**src/rtl/uart_rx.sv**
```systemverilog
// 8N1 serial receiver, mid-bit sampling at CLKS_PER_BIT clocks per bit.
// Define UART_RX_SYNC_EN to pass i_rxd through a two-flop synchronizer.
module uart_rx #(
    parameter int CLKS_PER_BIT = 16
) (
    input  logic       i_clk,
    input  logic       i_reset,
    input  logic       i_rxd,
    output logic [7:0] o_data,
    output logic       o_valid,
    output logic       o_frame_err,
    output logic       o_busy
);

    // state | meaning
    // IDLE  | line idle, waiting for a low level on rxd_s
    // START | timing to mid start bit to reject glitches
    // DATA  | sampling 8 data bits LSB first at mid-bit
    // STOP  | timing to mid stop bit, then present byte or flag error
    typedef enum logic [1:0] {IDLE, START, DATA, STOP} state_t;

    localparam int CW = $clog2(CLKS_PER_BIT);
    localparam logic [CW-1:0] HALF_TC = CW'(CLKS_PER_BIT / 2 - 1);
    localparam logic [CW-1:0] FULL_TC = CW'(CLKS_PER_BIT - 1);

    logic          rxd_s;
    state_t        state;
    logic [CW-1:0] clk_cnt;
    logic [2:0]    bit_idx;
    logic [7:0]    shreg;

`ifdef UART_RX_SYNC_EN
    logic [1:0] sync;

    // Flops reset to the idle level so reset never looks like a start bit.
    always_ff @(posedge i_clk) begin
        if (i_reset) sync <= 2'b11;
        else         sync <= {sync[0], i_rxd};
    end
    assign rxd_s = sync[1];
`else
    assign rxd_s = i_rxd;
`endif

    always_ff @(posedge i_clk) begin
        if (i_reset) begin
            state       <= IDLE;
            clk_cnt     <= '0;
            bit_idx     <= '0;
            shreg       <= '0;
            o_data      <= '0;
            o_valid     <= 1'b0;
            o_frame_err <= 1'b0;
            o_busy      <= 1'b0;
        end else begin
            o_valid     <= 1'b0;
            o_frame_err <= 1'b0;
            case (state)
                IDLE: begin
                    if (!rxd_s) begin
                        state   <= START;
                        clk_cnt <= '0;
                        o_busy  <= 1'b1;
                    end
                end
                START: begin
                    if (clk_cnt == HALF_TC) begin
                        clk_cnt <= '0;
                        if (!rxd_s) begin
                            state   <= DATA;
                            bit_idx <= '0;
                        end else begin
                            state  <= IDLE;
                            o_busy <= 1'b0;
                        end
                    end else begin
                        clk_cnt <= clk_cnt + 1'b1;
                    end
                end
                DATA: begin
                    if (clk_cnt == FULL_TC) begin
                        clk_cnt        <= '0;
                        shreg[bit_idx] <= rxd_s;
                        if (bit_idx == 3'd7) begin
                            state   <= STOP;
                            bit_idx <= '0;
                        end else begin
                            bit_idx <= bit_idx + 3'd1;
                        end
                    end else begin
                        clk_cnt <= clk_cnt + 1'b1;
                    end
                end
                STOP: begin
                    // Leaving at mid-stop gives half a bit of margin for the next start edge.
                    if (clk_cnt == FULL_TC) begin
                        clk_cnt <= '0;
                        state   <= IDLE;
                        o_busy  <= 1'b0;
                        if (rxd_s) begin
                            o_data  <= shreg;
                            o_valid <= 1'b1;
                        end else begin
                            o_frame_err <= 1'b1;
                        end
                    end else begin
                        clk_cnt <= clk_cnt + 1'b1;
                    end
                end
                default: begin
                    state  <= IDLE;
                    o_busy <= 1'b0;
                end
            endcase
        end
    end

endmodule

```
**config.mk**
```make
export PLATFORM = sky130hd
export DESIGN_NAME = uart_rx
export DESIGN_NICKNAME = d
export VERILOG_FILES = /design/src/rtl/uart_rx.sv
export SDC_FILE = /design/constraint.sdc
export NUM_CORES = 1
export LEC_CHECK = 0
export CORE_ASPECT_RATIO = 1.4
export CORE_UTILIZATION = 40
export DETAILED_ROUTE_END_ITERATION = 8
export GPL_TIMING_DRIVEN = 0
export SLEW_MARGIN = 20
export SYNTH_ARGS = -nofsm -noshare
export SYNTH_HDL_FRONTEND = slang
export SYNTH_SLANG_ARGS = --single-unit
```
**constraint.sdc**
```tcl
create_clock -name i_clk -period 1.2 [get_ports i_clk]
set_input_delay 0.24 -clock i_clk [delete_from_list [all_inputs] [get_ports i_clk]]
set_output_delay 0.24 -clock i_clk [all_outputs]
set_load 0.005 [all_outputs]
```
# [Yosys cells after proc, flatten, opt, wreduce, memory -nomap -nowiden]
# Index checks and enable logic that the tools add are counted.
[word_totals] output_inout_bits=11 ff_bits=28 in_bits=3 wordCells=64
[classes] n_addsub=2 n_reduce_logical=11 bitwise=2 magnitude_cmp=2 n_eq_ne=13 n_mux=26
[ops] operator="2-bit inequality test (second input constant)" n=7
[ops] operator="2-bit 2-to-1 mux" n=6
[ops] operator="3-bit 2-to-1 mux" n=4
[ops] operator="4-bit 2-to-1 mux" n=3
[ops] operator="4-bit one-hot mux with 3 select lines" n=1
[ops] operator="5-bit AND reduction" n=2
[ops] operator="8-bit bitwise mux" n=1
[ops] operator="2-bit one-hot mux with 4 select lines" n=1
[ops] operator="1-bit 2-to-1 mux" n=7
[ops] operator="3-bit one-hot mux with 2 select lines" n=1
[ops] operator="4-bit by 1-bit adder with 4-bit output (second input constant)" n=1
[ops] operator="2-bit equality test (second input constant)" n=2
[ops] operator="4-bit by 3-bit equality test with 1-bit output (second input constant)" n=1
[ops] operator="4-bit equality test (second input constant)" n=1
[ops] operator="3-bit by 4-bit less-than comparator with 1-bit output (second input constant)" n=1
[ops] operator="4-bit AND reduction" n=1
[ops] operator="3-bit by 1-bit adder with 3-bit output (second input constant)" n=1
[ops] operator="1-bit demux with 3-bit select" n=1
[ops] operator="3-bit equality test (second input constant)" n=1
[ops] operator="3-bit by 1-bit >= comparator with 1-bit output (second input constant)" n=1
[ops] operator="1-bit one-hot mux with 3 select lines" n=1
[ops] operator="3-bit AND reduction" n=1
[ops] operator="3-bit nonzero test" n=1
[ops] operator="3-bit OR reduction" n=1
[ops] operator="7 further kinds" n=8

# [Longest topological paths before layout]
# Gate-level depths: netlist (run 1).
[depth] depth_word=5 mapped_depth=5 mapped_depth_nobuf=5

# [Worst setup path before layout (run 1)]
# Ideal clock, no wire load.
[synth_timing] path_kind="flip-flop to flip-flop" startpoint="reg clk_cnt[0]" endpoint="reg clk_cnt[3]" path_stages_with_launch=5 setup_ps=59 period_less_slack_ps=1355 t_arrival_ps=1295 t_required_ps=1141 n_path_buf=0 setup_slack_ps=-155 path_cell_list="dfxtp_1 -> ha_1 -> and2_1 -> a2111oi_1 -> o31a_1"
[synth_between] elab_chain_len=3 elab_cells_between_ends=6 cone_classes="add/sub: 1; eq/ne: 2; mux: 3"
[synth_rtl] element="from (decl)" line_no="28" source="logic [CW-1:0] clk_cnt;"
[synth_rtl] element="from (signal assigned)" line_no="77" source="clk_cnt <= clk_cnt + 1'b1;"
[synth_rtl] element="from (signal assigned)" line_no="91" source="clk_cnt <= clk_cnt + 1'b1;"
[synth_rtl] element="from (signal assigned)" line_no="107" source="clk_cnt <= clk_cnt + 1'b1;"
[synth_rtl] element="4-bit by 1-bit adder with 4-bit output (tied with other cells)" line_no="77, 91, 107"
[synth_rtl] element="4-bit 2-to-1 mux, on equally long branches" line_no="81, 96, 67"
[synth_rtl] element="4-bit one-hot mux with 3 select lines *" line_no="58" source="case (state)"
# Every way passes the cells marked *; elsewhere a longest branch is shown, timed or not.
# A chain may end at the register's enable or synchronous reset.

# [Worst setup path after layout (run 1)]
[layout_timing] startpoint="reg bit_idx[0]" endpoint="reg shreg[0]"
[layout_between] elab_chain_len=5 elab_cells_between_ends=6 cone_classes="order compare: 2; mux: 3; reduce/logical: 1"
[layout_rtl] element="from (decl)" line_no="29" source="logic [2:0] bit_idx;"
[layout_rtl] element="from (signal assigned)" line_no="88" source="bit_idx <= bit_idx + 3'd1;"
[layout_rtl] element="3-bit by 4-bit less-than comparator with 1-bit output (implied by the code) / 3-bit by 1-bit >= comparator with 1-bit output (equally long branches)" line_no="83" source="shreg[bit_idx] <= rxd_s;"
[layout_rtl] element="1-bit logical AND (implied by the code)" line_no="83"
[layout_rtl] element="1-bit 2-to-1 mux (implied by the code)" line_no="83"
[layout_rtl] element="1-bit demux with 3-bit select *" line_no="83"
[layout_rtl] element="8-bit bitwise mux *" line_no="83"
[layout_rtl] element="to (signal, indexed assignment)" line_no="83"
[layout_rtl] element="to (decl)" line_no="30" source="logic [7:0] shreg;"
# Marked as above.

==> impl_metrics.env, run 1 <==
export IMPL_path_cells="buf_8 > or4_4 > o21ai_2 > a21oi_1"
export IMPL_worstPathArrival_ns=1.41
export IMPL_finalHoldViolCount=0
export IMPL_rsz0062_at_grt="true"
export IMPL_numPortBuffers=12
export IMPL_cts_buffers=3
export IMPL_die_area_mm2=0.00361
export IMPL_final_max_slew_viol_count=0
export IMPL_final_util=0.649
export IMPL_synthCells=158
export IMPL_vias_per_cell=5.77
export IMPL_ys_flop_type="dfxtp_1"
export IMPL_dieHeight_um=70.7
export IMPL_drt_iter0_drc=31
export IMPL_area_growth_pct=51.6
export IMPL_critPathMaxStageDelay_ns=0.48
export IMPL_hold_ws_ns=0.358
export IMPL_setup_viol=21
export IMPL_finClkSkew_ns=0.00545
export IMPL_final_area_mm2=0.00205
export IMPL_yosys_register_bits=28
export IMPL_period_needed_ns=1.26
export IMPL_cp_slowest_cell="or4_4"
export IMPL_ant_nets=0
export IMPL_power_density_mw_per_mm2=820
export IMPL_crit_buf_inv=1
export IMPL_grt_use_total=0.210
export IMPL_status="complete, but fails checks"
export IMPL_crit_fanout=3
export IMPL_rows=24
export IMPL_yosysWarnings=0
export IMPL_grt_pass1_vias=1305
export IMPL_yosysSeqAreaShare=0.415
export IMPL_synth_top_cell_by_area="dfxtp_1"
export IMPL_grt_max_degree=16
export IMPL_crit_start="bit_idx[0]$_SDFFE_PP0P_"
export IMPL_clockBufferDepth=2
export IMPL_drc=0
export IMPL_setup_slack_ns=-0.0634
export IMPL_mostFrequentLayoutCell="buf_4"
export IMPL_antenna_found_initial=0
export IMPL_cts_root_buf="clkbuf_8"
export IMPL_p_leak_nw=0.772
export IMPL_synth_area_mm2=0.00135
export IMPL_ys_types=42
export IMPL_crit_path_end_kind="flop"
export IMPL_max_freq_ghz=0.791
export IMPL_ir_drop_uv=636
export IMPL_hold_path_class="in -> reg"
export IMPL_vias=1345
export IMPL_cts_hold_buf=0
export IMPL_slew_headroom=0.643
export IMPL_htreeDepth=1
export IMPL_diodes=0
export IMPL_synth_area_leaders="dfxtp_1 (42%), a21oi_1 (6.7%), nand3_1 (4.4%)"
export IMPL_syn_area_per_cell_um2=8.54
export IMPL_path_class="reg -> reg"
export IMPL_worst_pin_slew_ns=0.535
export IMPL_max_cap_viol_count=0
export IMPL_nets=201
export IMPL_coreArea_mm2=0.00315
export IMPL_ios=14
export IMPL_clock_sinks=28
export IMPL_start_kind="flop"
export IMPL_first_pass_iters=5
export IMPL_violations="setup timing"
export IMPL_grt_pass1_wl_um=5950
export IMPL_placed_cell_area_mm2=0.00157
export IMPL_syn_nets=164
export IMPL_critPathRequiredTime_ns=1.35
export IMPL_dpl_hpwl_um=2210
export IMPL_initial_utilization=0.428
export IMPL_synth_async_sr_flop_share=0
export IMPL_hp_start="i_reset"
export IMPL_fin_crit_sh=1.05
export IMPL_gp_congestion=0.789
export IMPL_synth_edff_count=0
export IMPL_die_w_um=51.1
export IMPL_drt_wl_total_um=3730
export IMPL_clk_pin_slew_ns=0.10
export IMPL_wire_per_inst_um=16.0
export IMPL_drive_above_1_share=0.443
export IMPL_yosys_area_top_type_share=0.415
export IMPL_worstSkewPairLatency_ns=0.28
export IMPL_overflow=0
export IMPL_final_cell_mix="buf_4 (18), a21oi_1 (16), dfxtp_1 (13)"
export IMPL_cts_tree="yes"
export IMPL_timing_rr_start="bit_idx[0]$_SDFFE_PP0P_"
export IMPL_crit_family="simple AND/OR/NAND/NOR gates"
## timing repair
item                                    CTS  global route
endpoints found under the setup margin   38            26
pin swaps                                16            18
gates cloned                              2             1
buffers inserted                         11             6
resized for setup                        64            22
## worst paths after layout
| path | to | depth (start not counted) | slack, ns |
|---|---|---|---|
| hold / removal | state[0]$_SDFFE_PP0P_ | 2 | 0.36 |
| setup / recovery | shreg[0]$_SDFFE_PP0P_ | 4 | -0.06 |
| setup reg to reg | shreg[0]$_SDFFE_PP0P_ | 4 | -0.06 |
| hold reg to reg | o_data[7]$_SDFFE_PP0P_ | 2 | 0.46 |
## metal layers
layer,vias up,track usage,part of all wire
li1,651,-,-
met1,649,0.245,0.39
met2,37,0.376,0.56
met3,8,0.0366,0.031
met4,0,0.0741,0.018
met5,-,0,0
## cell usage after synthesis, types with 2 or more instances
| cell | number |
|---|---|
| nor3_1 | 2 |
| inv_1 | 6 |
| nand3_1 | 12 |
| mux2i_1 | 2 |
| nor2_1 | 8 |
| nand2_1 | 7 |
| o21ai_1 | 2 |
| ha_1 | 3 |
| buf_2 | 5 |
| dfxtp_1 | 28 |
| a2111oi_1 | 2 |
| nand4_1 | 9 |
| a31o_1 | 5 |
| o41ai_1 | 2 |
| xnor2_1 | 2 |
| and2_1 | 2 |
| nor2b_1 | 3 |
| clkbuf_1 | 7 |
| o21ai_0 | 9 |
| and3_1 | 2 |
| a21oi_1 | 18 |
| buf_4 | 2 |
## cell type report
type	count	area (um2)
clock buffers	4	55.1
fillers	269	1110
plain buffers	14	139
repair buffers	32	270
well taps	39	48.8
multi-input cells	110	920
inverters	6	22.5
flip-flops and latches	28	592
## worst reg2reg max path, cell delays in order, from the launching register on
cell and delay [ns]:
dfxtp_2 0.36, buf_8 0.12, or4_4 0.48, o21ai_2 0.12
a21oi_1 0.07
## stage by stage
stage	total power (W)	setup WS, ns	instances	setup TNS (ns)
2_1_floorplan	0.00104	-0.0155	158	-0.0178
3_3_place_gp	0.00107	-0.526	209	-10.50
3_5_place_dp	0.00107	-0.516	209	-10.73
4_1_cts	0.00167	-0.0739	226	-0.790
5_1_grt	0.00175	-0.134	233	-2.21
6_report	0.00168	-0.0634	233	-0.756
## sequential cells by signal (all words and copies together) (netlist names), named ones only
| signal | count |
|---|---|
| o_data | 8 |
| shreg | 8 |
| clk_cnt | 4 |
| bit_idx | 3 |
| o_busy | 1 |
| o_frame_err | 1 |
| o_valid | 1 |
| state | 1 |
## cells by family after synthesis
family                     after synthesis  synth area share
AOI/OAI and AO/OA                       46             0.217
and+or+nand+nor                         56             0.238
buffers and inverters                   20            0.0658
xor gates and xnor gates                 2            0.0130
muxes                                    3            0.0232
adders and majority gates                3            0.0278
DFF                                     28             0.415
## report_power, final
group	internal [W]	switching (W)	total (W)
logic	0.0000595	0.0000864	0.000146
clock network	0.000294	0.000298	0.000592
registers	0.000930	0.0000115	0.000941
total	0.00128	0.000396	0.00168
No activity file was read; power rests on OpenSTA's default activity.
==> run 2: changes to the inputs <==
--- a/config.mk
+++ b/config.mk
@@ -7,6 +7,8 @@
 export LEC_CHECK = 0
 export CORE_ASPECT_RATIO = 1.4
 export CORE_UTILIZATION = 40
+export CTS_CLUSTER_DIAMETER = 60
+export CTS_CLUSTER_SIZE = 8
 export DETAILED_ROUTE_END_ITERATION = 8
 export GPL_TIMING_DRIVEN = 0
 export SLEW_MARGIN = 20
==> results of run 2 <==
No change in the layout: final DEF, timing and power equal those of run 1.
==> run 3: changes to the inputs <==
--- a/config.mk
+++ b/config.mk
@@ -6,11 +6,13 @@
 export NUM_CORES = 1
 export LEC_CHECK = 0
 export CORE_ASPECT_RATIO = 1.4
-export CORE_UTILIZATION = 40
+export CORE_UTILIZATION = 49
 export CTS_CLUSTER_DIAMETER = 60
 export CTS_CLUSTER_SIZE = 8
 export DETAILED_ROUTE_END_ITERATION = 8
 export GPL_TIMING_DRIVEN = 0
+export MAX_ROUTING_LAYER = met4
+export PLACE_DENSITY = 0.79
 export SLEW_MARGIN = 20
 export SYNTH_ARGS = -nofsm -noshare
 export SYNTH_HDL_FRONTEND = slang
==> impl_metrics.env, run 3 (synthesis gave the netlist of run 1 again) <==
export IMPL_top_regs="o_data (8), shreg (8), clk_cnt (4)"
export IMPL_drive_above_1_share=0.485
export IMPL_p_total_w=0.00149
export IMPL_htreeDepth=1
export IMPL_hold_path_class="in -> reg"
export IMPL_wire_per_inst_um=17.3
export IMPL_max_cap_viol_count=0
export IMPL_gp_congestion=0.829
export IMPL_nets=208
export IMPL_hold_ws_ns=0.305
export IMPL_clockBufferDepth=2
export IMPL_drt_iter0_drc=47
export IMPL_drc=0
export IMPL_cts_root_buf="clkbuf_4"
export IMPL_power_switching_w=0.000374
export IMPL_cts_hold_buf=0
export IMPL_tns_ns=-2.26
export IMPL_power_density_mw_per_mm2=709
export IMPL_violations="setup timing"
export IMPL_final_cell_mix="buf_4 (20), a21oi_1 (12), dfxtp_2 (12)"
export IMPL_r2r_setup_slack_ns=-0.18
export IMPL_final_max_slew_viol_count=0
export IMPL_worstPathArrival_ns=1.59
export IMPL_die_w_um=46.4
export IMPL_setup_slack_ns=-0.178
export IMPL_period_needed_ns=1.38
export IMPL_ios=14
export IMPL_final_util=0.802
export IMPL_path_class="reg -> reg"
export IMPL_max_freq_ghz=0.726
export IMPL_area_growth_pct=55.3
export IMPL_grt_use_total=0.297
export IMPL_finalHoldViolCount=0
export IMPL_worstSkewPairLatency_ns=0.32
export IMPL_clk_pin_slew_ns=0.15
export IMPL_p_sw_frac=0.251
export IMPL_grt_max_degree=15
export IMPL_grt_pass1_wl_um=6340
export IMPL_final_area_mm2=0.00210
export IMPL_grt_pass1_vias=1395
export IMPL_die_area_mm2=0.00297
export IMPL_rows=22
export IMPL_fin_crit_sh=1.15
export IMPL_crit_fanout=6
export IMPL_vias=1428
export IMPL_drt_wl_total_um=4090
export IMPL_setup_viol=24
export IMPL_start_kind="flop"
export IMPL_vias_per_cell=6.05
export IMPL_finClkSkew_ns=0.00336
export IMPL_coreArea_mm2=0.00262
export IMPL_ir_drop_uv=724
export IMPL_antenna_found_initial=0
export IMPL_initial_utilization=0.516
export IMPL_overflow=0
export IMPL_diodes=0
export IMPL_clkPwrFrac=0.263
export IMPL_ant_nets=0
export IMPL_worst_pin_slew_ns=0.596
export IMPL_clock_sinks=28
export IMPL_dpl_hpwl_um=2160
export IMPL_crit_path_end_kind="flop"
export IMPL_critPathRequiredTime_ns=1.41
export IMPL_sequentialPowerShare=0.633
export IMPL_dieHeight_um=64.1
export IMPL_slew_headroom=0.603
export IMPL_p_int_w=0.00111
export IMPL_cts_tree="yes"
export IMPL_numPortBuffers=12
export IMPL_p_comb_frac=0.104
export IMPL_status="complete, but fails checks"
export IMPL_cts_buffers=3
export IMPL_rsz0062_at_grt="true"
export IMPL_first_pass_iters=4
export IMPL_mostFrequentLayoutCell="buf_4"
export IMPL_placed_cell_area_mm2=0.00157
export IMPL_p_leak_nw=0.765
-- run 3: changes by cell type in the layout (fill, tap and decap cells not counted), moves of 3 or more --
cell             change
a21oi_1              -4
clkdlybuf4s15_1      +4
dlygate4sd2_1        -5
clkbuf_8             -3
a21oi_2              +4
clkbuf_4             +3
-- run 3: critical path: stages (launching register included) --
cell and delay (ns):
dfxtp_4 0.39, ha_4 0.16, nand4_1 0.14, buf_6 0.18
o41ai_2 0.27, a21oi_1 0.12
-- run 3: layer usage --
layer	wire, um	vias up	part of all wire	global-route usage
li1	-	663	-	-
met2	2190	53	0.54	0.514
met1	1560	692	0.38	0.309
met3	176	20	0.043	0.0452
met4	156	0	0.038	0.140
met5	0	-	0	-
-- run 3: repair_timing --
item,4_1_cts,5_1_grt
pin swaps,30,23
endpoints found under the setup margin,39,35
cloned,3,0
setup buffers,13,11
resized for setup,78,20
-- run 3: cell type report --
class / instances / area, um2
sequential: 28 / 594
fill: 159 / 518
buffer: 14 / 125
tap: 36 / 45.0
timing repair buffer: 39 / 360
clock buffer: 3 / 22.5
multi-input combinational: 110 / 927
inverter: 6 / 22.5
-- run 3: final timing paths --
path                           start                     end  depth (start not counted)
max reg2reg  clk_cnt[1]$_SDFFE_PP0P_   shreg[3]$_SDFFE_PP0P_                          5
min                          i_reset  o_frame_err$_SDFF_PP0_                          2
min reg2reg   o_data[7]$_SDFFE_PP0P_  o_data[7]$_SDFFE_PP0P_                          2
max          clk_cnt[1]$_SDFFE_PP0P_   shreg[3]$_SDFFE_PP0P_                          5
-- run 3: metrics by stage --
stage,instances,setup WS [ns]
6_report,236,-0.178
5_1_grt,236,-0.252
4_1_cts,225,-0.101
3_5_place_dp,206,-0.495
3_3_place_gp,206,-0.463
2_1_floorplan,158,-0.0155
-- run 3: power groups by stage --
stage | sequential [W] | clock, W | combinational [W]
2_1_floorplan | 0.000969 | 0 | 0.0000684
4_1_cts | 0.000940 | 0.000391 | 0.000140
5_1_grt | 0.000942 | 0.000440 | 0.000163
3_5_place_dp | 0.000971 | 0 | 0.0000967
6_report | 0.000941 | 0.000391 | 0.000154
3_3_place_gp | 0.000971 | 0 | 0.0000940
